[src/rtl/bcd_stopwatch_ctrl.sv]
// Run/pause/clear stopwatch controller over cascaded BCD digits with a tick prescaler,
// single-cycle carry ripple, wrap-or-saturate terminal count and a lap-freeze display path.
module bcd_stopwatch_ctrl #(
  parameter int DIGITS   = 4,
  parameter int TICK_DIV = 10
) (
  input  logic                  clk,
  input  logic                  reset_n,
  input  logic                  start,
  input  logic                  stop,
  input  logic                  clear,
  input  logic                  lap,
  input  logic                  wrap_en,
  output logic [4*DIGITS-1:0]   bcd_live,
  output logic [4*DIGITS-1:0]   bcd_disp,
  output logic                  running,
  output logic                  lap_held,
  output logic                  ovf,
  output logic                  tick
);

  localparam int            PW        = (TICK_DIV > 1) ? $clog2(TICK_DIV) : 1;
  localparam int            W         = 4 * DIGITS;
  localparam logic [PW-1:0] PRESC_MAX = PW'(TICK_DIV - 1);
  localparam logic [PW-1:0] PRESC_ONE = PW'(1);

  typedef enum logic [1:0] {IDLE, RUN, PAUSE, DONE} state_t;

  state_t        state, state_nxt;
  logic [PW-1:0] presc;
  logic [W-1:0]  live, snap, live_inc;
  logic          held, ovf_q, tick_q;
  logic          inc, all9, carry;

  // Every digit sees the pre-edge value of all lower digits, so the whole
  // carry chain resolves in the same cycle as the increment.
  always_comb begin
    inc      = (state == RUN) && !clear && !stop && (presc == PRESC_MAX);
    carry    = 1'b1;
    live_inc = live;
    for (int k = 0; k < DIGITS; k++) begin
      if (carry) begin
        live_inc[4*k +: 4] = (live[4*k +: 4] == 4'd9) ? 4'd0 : live[4*k +: 4] + 4'd1;
      end
      carry = carry && (live[4*k +: 4] == 4'd9);
    end
    all9 = carry;
  end

  always_comb begin
    state_nxt = state;
    if (clear) begin
      state_nxt = IDLE;
    end else begin
      case (state)
        IDLE:    if (start && !stop) state_nxt = RUN;
        RUN: begin
          if (stop)                           state_nxt = PAUSE;
          else if (inc && all9 && !wrap_en)   state_nxt = DONE;
        end
        PAUSE:   if (start && !stop) state_nxt = RUN;
        DONE:    state_nxt = DONE;
        default: state_nxt = IDLE;
      endcase
    end
  end

  always_ff @(posedge clk or negedge reset_n) begin
    if (!reset_n) begin
      state <= IDLE;
    end else begin
      state <= state_nxt;
    end
  end

  always_ff @(posedge clk or negedge reset_n) begin
    if (!reset_n) begin
      presc  <= '0;
      live   <= '0;
      snap   <= '0;
      held   <= 1'b0;
      ovf_q  <= 1'b0;
      tick_q <= 1'b0;
    end else if (clear) begin
      presc  <= '0;
      live   <= '0;
      snap   <= '0;
      held   <= 1'b0;
      ovf_q  <= 1'b0;
      tick_q <= 1'b0;
    end else begin
      tick_q <= 1'b0;
      if (state == RUN && !stop) begin
        presc <= inc ? '0 : presc + PRESC_ONE;
      end
      if (inc) begin
        ovf_q <= ovf_q | all9;
        // Saturating terminal count leaves the digits at all 9s and emits no tick.
        if (!(all9 && !wrap_en)) begin
          live   <= live_inc;
          tick_q <= 1'b1;
        end
      end
      if (lap && (state == RUN || state == PAUSE)) begin
        if (!held) snap <= live;
        held <= !held;
      end
    end
  end

  assign bcd_live = live;
  assign bcd_disp = held ? snap : live;
  assign running  = (state == RUN);
  assign lap_held = held;
  assign ovf      = ovf_q;
  assign tick     = tick_q;

endmodule

[config.mk]
export PLATFORM = sky130hd
export DESIGN_NAME = bcd_stopwatch_ctrl
export DESIGN_NICKNAME = d
export VERILOG_FILES = /design/src/rtl/bcd_stopwatch_ctrl.sv
export SDC_FILE = /design/constraint.sdc
export NUM_CORES = 1
export LEC_CHECK = 0
export BUFFER_PORTS_ARGS = -buffer_cell sky130_fd_sc_hd__buf_2
export CORE_MARGIN = 2
export CORE_UTILIZATION = 44
export CTS_CLUSTER_SIZE = 30
export DETAILED_ROUTE_END_ITERATION = 12
export PLACE_DENSITY = 0.76
export SLEW_MARGIN = 10
export SYNTH_ARGS = -nofsm -noshare
export SYNTH_HDL_FRONTEND = slang
export SYNTH_SLANG_ARGS = --single-unit
[constraint.sdc]
create_clock -name clk -period 2.4 [get_ports clk]
set_input_delay 0.24 -clock clk [delete_from_list [all_inputs] [get_ports clk]]
set_output_delay 0.24 -clock clk [all_outputs]
set_load 0.02 [all_outputs]
==> results_tabular.tex, run 1 <==
\begin{tabular}{lr}
\hline
Metric & Value \\
\hline
\multicolumn{2}{l}{\textbf{Worst setup path}} \\
Critical Path Source Type & register \\
Required time of the critical path & 2620 ps \\
Endpoint kind of the worst setup timing path & register \\
Startpoint of the most critical register-to-register path & presc[1]\$\_DFFE\_PN0P\_ \\
Critical path fanouts, max & 16 \\
Data arrival time at the worst-slack endpoint & 2210 ps \\
Launching element of the worst setup path & presc[1]\$\_DFFE\_PN0P\_ \\
Critical setup path kind & reg -> reg \\
\multicolumn{2}{l}{\textbf{Die}} \\
Die Y-Extent & 77.2 um \\
Floorplan die width & 77.2 um \\
Total Die Area & 5960 sq um \\
Floorplan Core Area & 5140 sq um \\
Standard-cell rows & 26 \\
Count of boundary I/O pins & 43 \\
Starting density of the core & 0.459 \\
\multicolumn{2}{l}{\textbf{GRT}} \\
GRT Util Overall & 0.192 \\
Pin count of the biggest net entering global routing & 43 \\
Global routing met2 resource utilization & 0.303 \\
Global-route met3 utilization & 0.0353 \\
Via count of the first global-routing pass & 1867 \\
Global-route met1 utilization & 0.261 \\
Overall overflow remaining after global route & 0 \\
Busiest layer in global routing & met2 \\
First-pass GRT wire length & 9.18 mm \\
Initial antenna violation count & 0 \\
\multicolumn{2}{l}{\textbf{Clock network}} \\
Cts hold-fix bufs & 0 \\
Insertion delay to the later sink of the worst-skew pair & 300 ps \\
Resized cells post-CTS & 0 \\
Max Root-Sink Buffers & 2 \\
Level count of the clock H-tree & 2 \\
CTS Sinks & 41 \\
TritonCTS clock tree & yes \\
Setup Buffers After CTS & 0 \\
CTS root buf & clkbuf\_8 \\
Clock transition time at the flip-flop clock pins of the worst setup and hold paths & 80 ps \\
Clock buffer count from CTS & 5 \\
\multicolumn{2}{l}{\textbf{Synthesis}} \\
Library cell occupying the most area in the post-synthesis netlist & dfrtp\_1 \\
Most frequently used flop master after synthesis & dfrtp\_1 \\
Area contributors post-synth & dfrtp\_1 (44\%), a21oi\_1 (7.6\%), nand2\_1 (6.7\%) \\
Number of warnings printed during yosys synthesis & 0 \\
Count of unique library cells instantiated by Yosys & 39 \\
Seq cells post-synth & 41 \\
Synthesized Nets & 278 \\
Area fraction of the dominant cell type after synthesis & 0.435 \\
Number of instances in the synthesized netlist & 260 \\
Post-synth EDFFs & 0 \\
Async S/R FF share, synth & 1.00 \\
Register area share after synthesis & 0.435 \\
Post-Syn Area & 2360 sq um \\
Mapped Avg Cell Area & 9.07 sq um \\
\multicolumn{2}{l}{\textbf{Power and ir drop}} \\
Part of the power in the clock network & 0.369 \\
Sequential power share & 0.556 \\
Fraction of power consumed by combinational cells & 0.075 \\
Leakage power summed over all cells & 1.23 nW \\
Net switching share of the total power & 0.249 \\
Sum of internal, switching and leakage power & 1.27 mW \\
Internal Pwr Total & 950 uW \\
Power density over the cells & 470 nW/um\^{}2 \\
Maximum ir drop on the vdd rail & 0.340 mV \\
Power spent charging and discharging nets & 315 uW \\
\multicolumn{2}{l}{\textbf{Placement}} \\
Instance area at placement & 2610 sq um \\
Placed insts & 361 \\
Detail Placement HPWL & 3.59 mm \\
RD Place Congestion & 0.787 \\
Worst setup timing slack at the placement stage & 431 ps \\
Buffers on Ports & 42 \\
\multicolumn{2}{l}{\textbf{STA}} \\
Unrepaired setup endpoints after global routing & false \\
Final hold violation count & 0 \\
Worst-case headroom to the max-slew limit & 0.372 \\
Final critical-path required period & 1980 ps \\
Final period util & 0.827 \\
Count of final setup violators & 0 \\
Count of pins over their slew limit & 0 \\
Fin Hold WS & 72.6 ps \\
Transition time at the pin with the least slew margin & 942 ps \\
Setup Total Neg Slack & 0 ps \\
Max Clock Skew & 5.77 ps \\
Final setup slack of the worst path & 416 ps \\
F\_max & 504 MHz \\
\multicolumn{2}{l}{\textbf{Layout}} \\
Post-layout instance count excluding filler cells & 368 \\
Area growth from synthesis to layout & 14.2\% \\
Post-layout net count & 316 \\
Cell area after layout & 2690 sq um \\
Layout cell share with drive strength beyond 1 & 0.225 \\
Share of the core filled with cells in the final layout & 0.524 \\
Final antenna diode count & 0 \\
Highest-count cells in the layout ignoring fill and taps & nand2\_1 (42), buf\_2 (42), dfrtp\_1 (41) \\
\multicolumn{2}{l}{\textbf{Drt}} \\
Detailed router's first-iteration violation count & 66 \\
Detailed-routing iteration count for the pre-antenna-repair pass & 4 \\
Routed WL per cell & 14.6 um \\
Routed wire length & 5.37 mm \\
Post-DRT Antenna Nets & 0 \\
Per-cell via count in the routed design & 5.45 \\
Total vias in the final route & 2004 \\
Post-detailed-route DRC marker count & 0 \\
\multicolumn{2}{l}{\textbf{Outcome}} \\
Result of the run & finished clean \\
\multicolumn{2}{l}{\textbf{Min path}} \\
Worst min-delay path category & in -> async \\
\multicolumn{2}{l}{\textbf{Job}} \\
Number of max-capacitance violations reported & 0 \\
\hline
\end{tabular}
[final timing paths]
check / to / slack, ps / depth (start not counted)
setup / recovery: bcd_live[15]$_DFFE_PN0P_ / 420 / 7
hold / removal: snap[9]$_DFFE_PN0P_ / 70 / 1
setup reg to reg: bcd_live[15]$_DFFE_PN0P_ / 420 / 7
hold reg to reg: snap[14]$_DFFE_PN0P_ / 520 / 2
max in group asynchronous: tick$_DFF_PN0_ / 1730 / 1
min in group clk: state[0]$_DFFE_PN0P_ / 270 / 3
[worst max-delay path: stages (launching register included)]
cell	delay [ps]
dfrtp_1	410
inv_1	70
ha_1	150
and3b_1	320
nand4_1	120
buf_4	200
or4_1	470
a21oi_1	150
[Yosys cell counts, types with 2 or more instances]
| cell | n |
|---|---|
| or3_1 | 10 |
| nand2_1 | 42 |
| o21ai_0 | 14 |
| nor3_1 | 5 |
| o31ai_1 | 7 |
| nor2_1 | 7 |
| o21ai_1 | 2 |
| dfrtp_1 | 41 |
| and2_1 | 3 |
| a21oi_1 | 36 |
| clkbuf_1 | 11 |
| buf_6 | 3 |
| a31oi_1 | 2 |
| inv_1 | 14 |
| ha_1 | 11 |
| and3b_1 | 3 |
| nand3_1 | 5 |
| nand2b_1 | 3 |
| mux2_2 | 11 |
| nand3b_1 | 5 |
| or4_1 | 7 |
[power by group through the flow]
| stage | clock (mW) | combinational [mW] | sequential [mW] |
|---|---|---|---|
| after floorplan | 0 | 0.0602 | 0.713 |
| after global placement | 0 | 0.0954 | 0.717 |
| after detailed placement | 0 | 0.0964 | 0.718 |
| after CTS | 0.469 | 0.0967 | 0.704 |
| after global routing | 0.503 | 0.106 | 0.705 |
| final | 0.467 | 0.0947 | 0.704 |
[cell type report]
| cell class | count | area [sq um] |
|---|---|---|
| clock buffers | 7 | 86.3 |
| repair buffers | 46 | 240 |
| flip-flops and latches | 41 | 1030 |
| inverters | 14 | 52.6 |
| multi-input cells | 190 | 1200 |
| fillers | 508 | 2450 |
| well taps | 70 | 87.6 |
[per-layer routing]
metal | share of wire | up-vias | wire, um
li1 | - | 990 | -
met1 | 0.48 | 968 | 2580
met2 | 0.47 | 38 | 2520
met3 | 0.033 | 8 | 175
met4 | 0.017 | 0 | 93
met5 | 0 | - | 0
[cell families (layout without fill, tap and decap cells)]
group,after synthesis,count (layout),synth area share
and+or+nand+nor,99,99,0.230
AOI/OAI and AO/OA,67,67,0.160
DFF,41,41,0.435
buffers and inverters,29,67,0.0562
muxes,12,12,0.0568
adders and majority gates,11,11,0.0584
xor gates and xnor gates,1,1,0.00371
[sequential cells by signal (all words and copies together), names as in the netlist]
signal    count
lap_held      1
presc         4
tick          1
snap         16
state         2
bcd_live     16
ovf           1
Power figures use the tool's default switching activity.
==> run 2: changes to the inputs <==
--- a/config.mk
+++ b/config.mk
@@ -5,6 +5,7 @@
 export SDC_FILE = /design/constraint.sdc
 export NUM_CORES = 1
 export LEC_CHECK = 0
+export ABC_AREA = 1
 export BUFFER_PORTS_ARGS = -buffer_cell sky130_fd_sc_hd__buf_2
 export CORE_MARGIN = 2
 export CORE_UTILIZATION = 44
==> constraint.sdc (replaced) <==
create_clock -name clk -period 2 [get_ports clk]
set_input_delay 0.2 -clock clk [delete_from_list [all_inputs] [get_ports clk]]
set_output_delay 0.2 -clock clk [all_outputs]
set_load 0.02 [all_outputs]
==> results_tabular.tex, run 2 <==
\begin{tabular}{lr}
\hline
Metric & Value \\
\hline
\multicolumn{2}{l}{\textbf{Outcome}} \\
Result of the run & finished clean (unchanged) \\
\multicolumn{2}{l}{\textbf{Synthesis}} \\
Number of instances in the synthesized netlist & 293 (was 260) \\
Library cell with the highest instance count after synthesis & nand2\_1 (unchanged) \\
Seq cells post-synth & 41 (unchanged) \\
Count of unique library cells instantiated by Yosys & 29 (was 39) \\
Register area share after synthesis & 0.434 (was 0.435) \\
Area contributors post-synth & dfrtp\_1 (43\%), nand2\_1 (9.4\%), o21ai\_0 (7.4\%) (was dfrtp\_1 (44\%), a21oi\_1 (7.6\%), nand2\_1 (6.7\%)) \\
Post-synth EDFFs & 0 (unchanged) \\
Mapped Avg Cell Area & 8.08 sq um (was 9.07 sq um) \\
Area fraction of the dominant cell type after synthesis & 0.434 (was 0.435) \\
Post-Syn Area & 2370 sq um (was 2360 sq um) \\
Most numerous cell types in the synthesized netlist & nand2\_1 (59), dfrtp\_1 (41), inv\_1 (38) (was nand2\_1 (42), dfrtp\_1 (41), a21oi\_1 (36)) \\
Synthesized Nets & 311 (was 278) \\
Most frequently used flop master after synthesis & dfrtp\_1 (unchanged) \\
Async S/R FF share, synth & 1.00 (unchanged) \\
Number of warnings printed during yosys synthesis & 0 (unchanged) \\
Library cell occupying the most area in the post-synthesis netlist & dfrtp\_1 (unchanged) \\
\multicolumn{2}{l}{\textbf{Placement}} \\
Buffers on Ports & 42 (unchanged) \\
Detail Placement HPWL & 3.83 mm (was 3.59 mm) \\
RD Place Congestion & 0.846 (was 0.787) \\
\multicolumn{2}{l}{\textbf{Die}} \\
Standard-cell rows & 26 (unchanged) \\
Total Die Area & 5980 sq um (was 5960 sq um) \\
Floorplan Core Area & 5140 sq um (unchanged) \\
Floorplan die width & 77.3 um (was 77.2 um) \\
Starting density of the core & 0.460 (was 0.459) \\
Count of boundary I/O pins & 43 (unchanged) \\
Die Y-Extent & 77.3 um (was 77.2 um) \\
\multicolumn{2}{l}{\textbf{Layout}} \\
Fillers & 514 (was 508) \\
Multi-input gate area in the final layout & 1140 sq um (was 1200 sq um) \\
Share of the core filled with cells in the final layout & 0.543 (was 0.524) \\
Most frequent standard cell in the layout excluding fill and tap cells & nand2\_1 \\
Final antenna diode count & 0 (unchanged) \\
Highest-count cells in the layout ignoring fill and taps & nand2\_1 (59), buf\_2 (42), dfrtp\_1 (41) (was nand2\_1 (42), buf\_2 (42), dfrtp\_1 (41)) \\
Area growth from synthesis to layout & 17.9\% (was 14.2\%) \\
Post-layout net count & 358 (was 316) \\
Layout cell share with drive strength beyond 1 & 0.211 (was 0.225) \\
Sequential cell area in the final layout & 1030 sq um (unchanged) \\
\multicolumn{2}{l}{\textbf{STA}} \\
Count of pins over their slew limit & 0 (unchanged) \\
Final hold violation count & 0 (unchanged) \\
Final critical-path required period & 1700 ps \\
Count of final setup violators & 0 (unchanged) \\
Fin Hold WS & 208 ps (was 72.6 ps) \\
Transition time at the pin with the least slew margin & 510 ps (was 942 ps) \\
Unrepaired setup endpoints after global routing & false (unchanged) \\
Max Clock Skew & 7.73 ps (was 5.77 ps) \\
Final period util & 0.848 \\
F\_max & 590 MHz \\
Setup Total Neg Slack & 0 ps (unchanged) \\
Worst-case headroom to the max-slew limit & 0.660 (was 0.372) \\
\multicolumn{2}{l}{\textbf{Worst setup path}} \\
Required time of the critical path & 1800 ps (was 2620 ps) \\
Worst-path cell with the longest stage delay & dfrtp\_1 (was or4\_1) \\
Critical Path, Cell by Cell & inv\_1 > nand2\_1 > o21ai\_0 > buf\_2 (was inv\_1 > ha\_1 > and3b\_1 > nand4\_1 > buf\_4 > or4\_1 > a21oi\_1) \\
Startpoint of the most critical register-to-register path & bcd\_live[8]\$\_DFFE\_PN0P\_ (was presc[1]\$\_DFFE\_PN0P\_) \\
Launching element of the worst setup path & lap\_held\$\_DFFE\_PN0P\_ (was presc[1]\$\_DFFE\_PN0P\_) \\
Critical Path Source Type & register (unchanged) \\
Critical setup path kind & reg -> out (was reg -> reg) \\
Maximum single-stage delay on the critical path & 380 ps (was 470 ps) \\
Critical path fanouts, max & 18 (was 16) \\
Data arrival time at the worst-slack endpoint & 1500 ps (was 2210 ps) \\
Endpoint kind of the worst setup timing path & output pin (was register) \\
\multicolumn{2}{l}{\textbf{Drt}} \\
Post-DRT Antenna Nets & 0 (unchanged) \\
Detailed router's first-iteration violation count & 194 (was 66) \\
Detailed-routing iteration count for the pre-antenna-repair pass & 4 (unchanged) \\
Per-cell via count in the routed design & 5.09 (was 5.45) \\
Total vias in the final route & 2090 (was 2004) \\
Routed WL per cell & 13.2 um (was 14.6 um) \\
Routed wire length & 5.42 mm (was 5.37 mm) \\
Post-detailed-route DRC marker count & 0 (unchanged) \\
\multicolumn{2}{l}{\textbf{Power and ir drop}} \\
Leakage power summed over all cells & 1.45 nW (was 1.23 nW) \\
Maximum ir drop on the vdd rail & 0.393 mV (was 0.340 mV) \\
Power density over the cells & 746 nW/um\^{}2 (was 470 nW/um\^{}2) \\
\multicolumn{2}{l}{\textbf{GRT}} \\
Pin count of the biggest net entering global routing & 42 (was 43) \\
First-pass GRT wire length & 9.45 mm (was 9.18 mm) \\
Initial antenna violation count & 0 (unchanged) \\
GRT Util Overall & 0.199 (was 0.192) \\
Overall overflow remaining after global route & 0 (unchanged) \\
Via count of the first global-routing pass & 2010 (was 1867) \\
\multicolumn{2}{l}{\textbf{Job}} \\
Number of max-capacitance violations reported & 0 (unchanged) \\
\multicolumn{2}{l}{\textbf{Min path}} \\
Startpoint of the worst hold path & stop \\
Worst min-delay path category & in -> reg (was in -> async) \\
\multicolumn{2}{l}{\textbf{Clock network}} \\
Insertion delay to the later sink of the worst-skew pair & 290 ps (was 300 ps) \\
Cts hold-fix bufs & 1 (was 0) \\
CTS Sinks & 41 (unchanged) \\
CTS root buf & clkbuf\_8 (unchanged) \\
Resized cells post-CTS & 0 (unchanged) \\
Level count of the clock H-tree & 2 (unchanged) \\
Clock buffer count from CTS & 5 (unchanged) \\
Setup Buffers After CTS & 0 (unchanged) \\
TritonCTS clock tree & yes (unchanged) \\
Clock transition time at the flip-flop clock pins of the worst setup and hold paths & 80 ps (about the same) \\
Max Root-Sink Buffers & 2 (unchanged) \\
\hline
\end{tabular}
## run 2: critical path, delay by kind of cell, from the launching register on
| family | cells | cell delay (ps) |
|---|---|---|
| buffers and inverters | 2 | 570 |
| DFF | 1 | 380 |
| AOI/OAI and AO/OA | 1 | 140 |
| and+or+nand+nor | 1 | 110 |
## run 2: worst paths after layout
check	endpoint	slack, ps	cells after the start
max	bcd_disp[3]	300	4
max in group asynchronous	snap[4]$_DFFE_PN0P_	1150	3
min reg2reg	state[1]$_DFFE_PN0P_	490	2
min	state[0]$_DFFE_PN0P_	210	4
min in group asynchronous	snap[1]$_DFFE_PN0P_	500	3
max reg2reg	bcd_live[0]$_DFFE_PN0P_	310	8
## run 2: metrics by stage
step	setup slack, ps	cell area (sq um)	cells	total power, mW
after floorplan	378	2370	293	1.24
after global placement	383	2660	402	1.40
after detailed placement	323	2660	402	1.41
after CTS	286	2790	411	2.10
after global routing	130	2790	411	2.21
final	304	2790	411	2.08
## run 2: logic make-up after synthesis
| kind of cell | after synthesis | share of synthesized area |
|---|---|---|
| XOR/XNOR | 8 | 0.0296 |
| adder cells (fa/ha/maj) | 11 | 0.0582 |
| flip-flops | 41 | 0.434 |
| AND/OR/NAND/NOR | 136 | 0.288 |
| AO/OA/AOI/OAI | 48 | 0.107 |
| buffers and inverters | 49 | 0.0836 |
## run 2: report_power, final
part / total (mW) / internal [mW] / switching [mW]
combinational: 0.456 / 0.142 / 0.314
clock: 0.687 / 0.407 / 0.280
sequential: 0.938 / 0.877 / 0.0606
total: 2.08 / 1.43 / 0.654
## run 2: layout make-up
type                            count  area share
Sequential cell                    41       0.368
Clock inverter                      1      0.0108
Tap cell                           70      0.0314
Multi-Input combinational cell    203       0.409
Inverter                           40      0.0547
Timing Repair Buffer               49      0.0951
Clock buffer                        7      0.0309
## run 2: per-layer routing
layer	wire, um	track usage	vias up
met5	0	0	-
met4	36	0.0464	0
met3	339	0.0453	4
met2	2630	0.326	58
met1	2420	0.269	975
li1	-	-	1053
==> run 3: changes to the inputs <==
--- a/config.mk
+++ b/config.mk
@@ -5,13 +5,13 @@
 export SDC_FILE = /design/constraint.sdc
 export NUM_CORES = 1
 export LEC_CHECK = 0
-export ABC_AREA = 1
+export ABC_AREA = 0
 export BUFFER_PORTS_ARGS = -buffer_cell sky130_fd_sc_hd__buf_2
 export CORE_MARGIN = 2
 export CORE_UTILIZATION = 44
 export CTS_CLUSTER_SIZE = 30
 export DETAILED_ROUTE_END_ITERATION = 12
-export PLACE_DENSITY = 0.76
+export PLACE_DENSITY = 0.79
 export SLEW_MARGIN = 10
 export SYNTH_ARGS = -nofsm -noshare
 export SYNTH_HDL_FRONTEND = slang
==> constraint.sdc (replaced) <==
create_clock -name clk -period 1.5 [get_ports clk]
set_input_delay 0.15 -clock clk [delete_from_list [all_inputs] [get_ports clk]]
set_output_delay 0.15 -clock clk [all_outputs]
set_load 0.02 [all_outputs]
==> results_tabular.tex, run 3 (synthesis results as in run 1) <==
\begin{tabular}{lr}
\hline
Metric & Value \\
\hline
\multicolumn{2}{l}{\textbf{Clock network}} \\
TritonCTS clock tree & yes (unchanged) \\
Clock buffer count from CTS & 5 (unchanged) \\
CTS root buf & clkbuf\_8 (unchanged) \\
Level count of the clock H-tree & 2 (unchanged) \\
Insertion delay to the later sink of the worst-skew pair & 290 ps (about the same) \\
Max Root-Sink Buffers & 2 (unchanged) \\
Clock transition time at the flip-flop clock pins of the worst setup and hold paths & 80 ps (about the same) \\
CTS Sinks & 41 (unchanged) \\
\multicolumn{2}{l}{\textbf{Power and ir drop}} \\
Internal Pwr Total & 1.60 mW (was 1.43 mW) \\
Leakage power summed over all cells & 1.56 nW (was 1.45 nW) \\
Net switching share of the total power & 0.243 (was 0.315) \\
Maximum ir drop on the vdd rail & 0.583 mV (was 0.393 mV) \\
Sequential power share & 0.531 (was 0.451) \\
Power density over the cells & 611 nW/um\^{}2 (was 746 nW/um\^{}2) \\
Power spent charging and discharging nets & 513 uW (was 654 uW) \\
Part of the power in the clock network & 0.354 (was 0.330) \\
Fraction of power consumed by combinational cells & 0.115 (was 0.219) \\
\multicolumn{2}{l}{\textbf{Outcome}} \\
Failing checks & setup timing \\
Result of the run & finished, violations left (was finished clean) \\
\multicolumn{2}{l}{\textbf{STA}} \\
Setup Total Neg Slack & -4000 ps (was 0 ps) \\
Worst-case headroom to the max-slew limit & 0.696 (was 0.660) \\
Fin Hold WS & 200 ps (was 208 ps) \\
Final setup slack of the worst path & -282 ps (was 304 ps) \\
Unrepaired setup endpoints after global routing & true (was false) \\
Count of final setup violators & 20 (was 0) \\
Max Clock Skew & 11.4 ps (was 7.73 ps) \\
Count of pins over their slew limit & 0 (unchanged) \\
Final hold violation count & 0 (unchanged) \\
Transition time at the pin with the least slew margin & 457 ps (was 510 ps) \\
Final period util & 1.19 \\
Final critical-path required period & 1780 ps \\
F\_max & 561 MHz \\
\multicolumn{2}{l}{\textbf{Worst setup path}} \\
Critical Path, Cell by Cell & inv\_2 > ha\_4 > and3b\_2 > nand4\_1 > buf\_6 > or4\_4 > a21oi\_2 (was inv\_1 > nand2\_1 > o21ai\_0 > buf\_2) \\
Required time of the critical path & 1710 ps (was 1800 ps) \\
Critical setup path kind & reg -> reg (was reg -> out) \\
Endpoint kind of the worst setup timing path & register (was output pin) \\
Maximum single-stage delay on the critical path & 420 ps (was 380 ps) \\
Number of logic stages on the critical path including buffering & 7 (was 4) \\
Critical Path Source Type & register (unchanged) \\
Data arrival time at the worst-slack endpoint & 1990 ps (was 1500 ps) \\
Worst-path cell with the longest stage delay & or4\_4 (was dfrtp\_1) \\
Number of buffers and inverters on the critical path & 2 (unchanged) \\
Reg2Reg Depth & 7 (was 8) \\
Critical path fanouts, max & 14 (was 18) \\
Cell family with most CP delay & simple AND/OR/NAND/NOR gates (was buffers and inverters) \\
Register-to-register path setup slack & -280 ps (was 310 ps) \\
\multicolumn{2}{l}{\textbf{Layout}} \\
Fillers & 423 (was 514) \\
Area growth from synthesis to layout & 46.2\% (was 17.9\%) \\
Post-layout net count & 374 (was 358) \\
Most frequent standard cell in the layout excluding fill and tap cells & buf\_4 (was nand2\_1) \\
Final antenna diode count & 0 (unchanged) \\
Highest-count cells in the layout ignoring fill and taps & buf\_4 (58), nand2\_1 (41), a21oi\_1 (33) (was nand2\_1 (59), buf\_2 (42), dfrtp\_1 (41)) \\
Layout cell share with drive strength beyond 1 & 0.457 (was 0.211) \\
\multicolumn{2}{l}{\textbf{Die}} \\
Die Y-Extent & 77.2 um (was 77.3 um) \\
Standard-cell rows & 26 (unchanged) \\
Floorplan die width & 77.2 um (was 77.3 um) \\
Count of boundary I/O pins & 43 (unchanged) \\
Total Die Area & 5960 sq um (was 5980 sq um) \\
Floorplan Core Area & 5140 sq um (unchanged) \\
Starting density of the core & 0.459 (was 0.460) \\
\multicolumn{2}{l}{\textbf{Drt}} \\
Post-DRT Antenna Nets & 0 (unchanged) \\
Routed wire length & 6.12 mm (was 5.42 mm) \\
Per-cell via count in the routed design & 5.36 (was 5.09) \\
Post-detailed-route DRC marker count & 0 (unchanged) \\
Routed WL per cell & 14.3 um (was 13.2 um) \\
Detailed router's first-iteration violation count & 155 (was 194) \\
Detailed-routing iteration count for the pre-antenna-repair pass & 4 (unchanged) \\
Total vias in the final route & 2290 (was 2090) \\
\multicolumn{2}{l}{\textbf{Min path}} \\
Worst min-delay path category & in -> reg (unchanged) \\
Worst hold path cell count & 3 (was 4) \\
\multicolumn{2}{l}{\textbf{GRT}} \\
First-pass GRT wire length & 10.1 mm (was 9.45 mm) \\
Pin count of the biggest net entering global routing & 43 (was 42) \\
Global-route met1 utilization & 0.280 (was 0.269) \\
Overall overflow remaining after global route & 0 (unchanged) \\
Initial antenna violation count & 0 (unchanged) \\
Global-route met3 utilization & 0.0435 (was 0.0453) \\
Via count of the first global-routing pass & 2185 (was 2010) \\
Busiest layer in global routing & met2 (unchanged) \\
Global routing met2 resource utilization & 0.343 (was 0.326) \\
GRT Util Overall & 0.209 (was 0.199) \\
\multicolumn{2}{l}{\textbf{Job}} \\
Number of max-capacitance violations reported & 0 (unchanged) \\
\multicolumn{2}{l}{\textbf{Placement}} \\
Buffers on Ports & 42 (unchanged) \\
Detail Placement HPWL & 4.17 mm (was 3.83 mm) \\
RD Place Congestion & 0.860 (was 0.846) \\
Worst setup timing slack at the placement stage & -281 ps (was 323 ps) \\
\hline
\end{tabular}
-- run 3: stage by stage --
stage	total power [mW]	utilization	instance area, sq um	instances
detailed placement	1.34	0.595	3060	410
floorplan	1.26	-	2460	260
global placement	1.34	0.595	3060	410
finish	2.11	0.671	3450	427
CTS	2.10	0.640	3290	423
global route	2.18	0.671	3450	427
-- run 3: worst min-delay path: cells and delay by family --
family / cells / cell delay, ps
AOI/OAI and AO/OA: 2 / 200
buffers and inverters: 1 / 90
-- run 3: metal layers --
metal	wire (um)	share of wire	up-vias
met5	0	0	-
met4	44	0.0072	0
met3	321	0.052	4
met2	3150	0.51	60
met1	2610	0.43	1116
li1	-	-	1110
-- run 3: repair_timing --
| action | CTS | global route |
|---|---|---|
| endpoints found under the hold margin | 41 | 0 |
| pin swaps | 2 | 1 |
| cloned | 1 | 0 |
| hold buffers | 1 | 0 |
| gates resized for setup | 28 | 36 |
| buffers inserted | 3 | 4 |
| endpoints found under the setup margin | 27 | 45 |
-- run 3: path summary, 6_finish.rpt --
| path | startpoint | end |
|---|---|---|
| worst max-delay path | bcd_live[5]$_DFFE_PN0P_ | bcd_live[13]$_DFFE_PN0P_ |
| worst min-delay path | start | state[0]$_DFFE_PN0P_ |
| worst max register to register | bcd_live[5]$_DFFE_PN0P_ | bcd_live[13]$_DFFE_PN0P_ |
| worst min register to register | snap[15]$_DFFE_PN0P_ | snap[15]$_DFFE_PN0P_ |
| max in group asynchronous | reset_n | bcd_live[1]$_DFFE_PN0P_ |
| min in group asynchronous | reset_n | snap[14]$_DFFE_PN0P_ |
-- run 3: area by class of cell --
| type | instances | area, sq um | area share |
|---|---|---|---|
| Multi-Input combinational cell | 190 | 1360 | 0.396 |
| Inverter | 14 | 52.6 | 0.0152 |
| Timing Repair Buffer | 104 | 817 | 0.237 |
| Sequential cell | 41 | 1040 | 0.301 |
| Tap cell | 70 | 87.6 | 0.0254 |
| Clock buffer | 8 | 90.1 | 0.0261 |
-- run 3: power groups by stage --
stage                     Sequential [mW]  Clock, mW  Combinational, mW
after floorplan                      1.14          0              0.115
after global placement               1.14          0              0.198
after detailed placement             1.14          0              0.200
after CTS                            1.12      0.751              0.231
after global routing                 1.12      0.798              0.265
final                                1.12      0.746              0.243
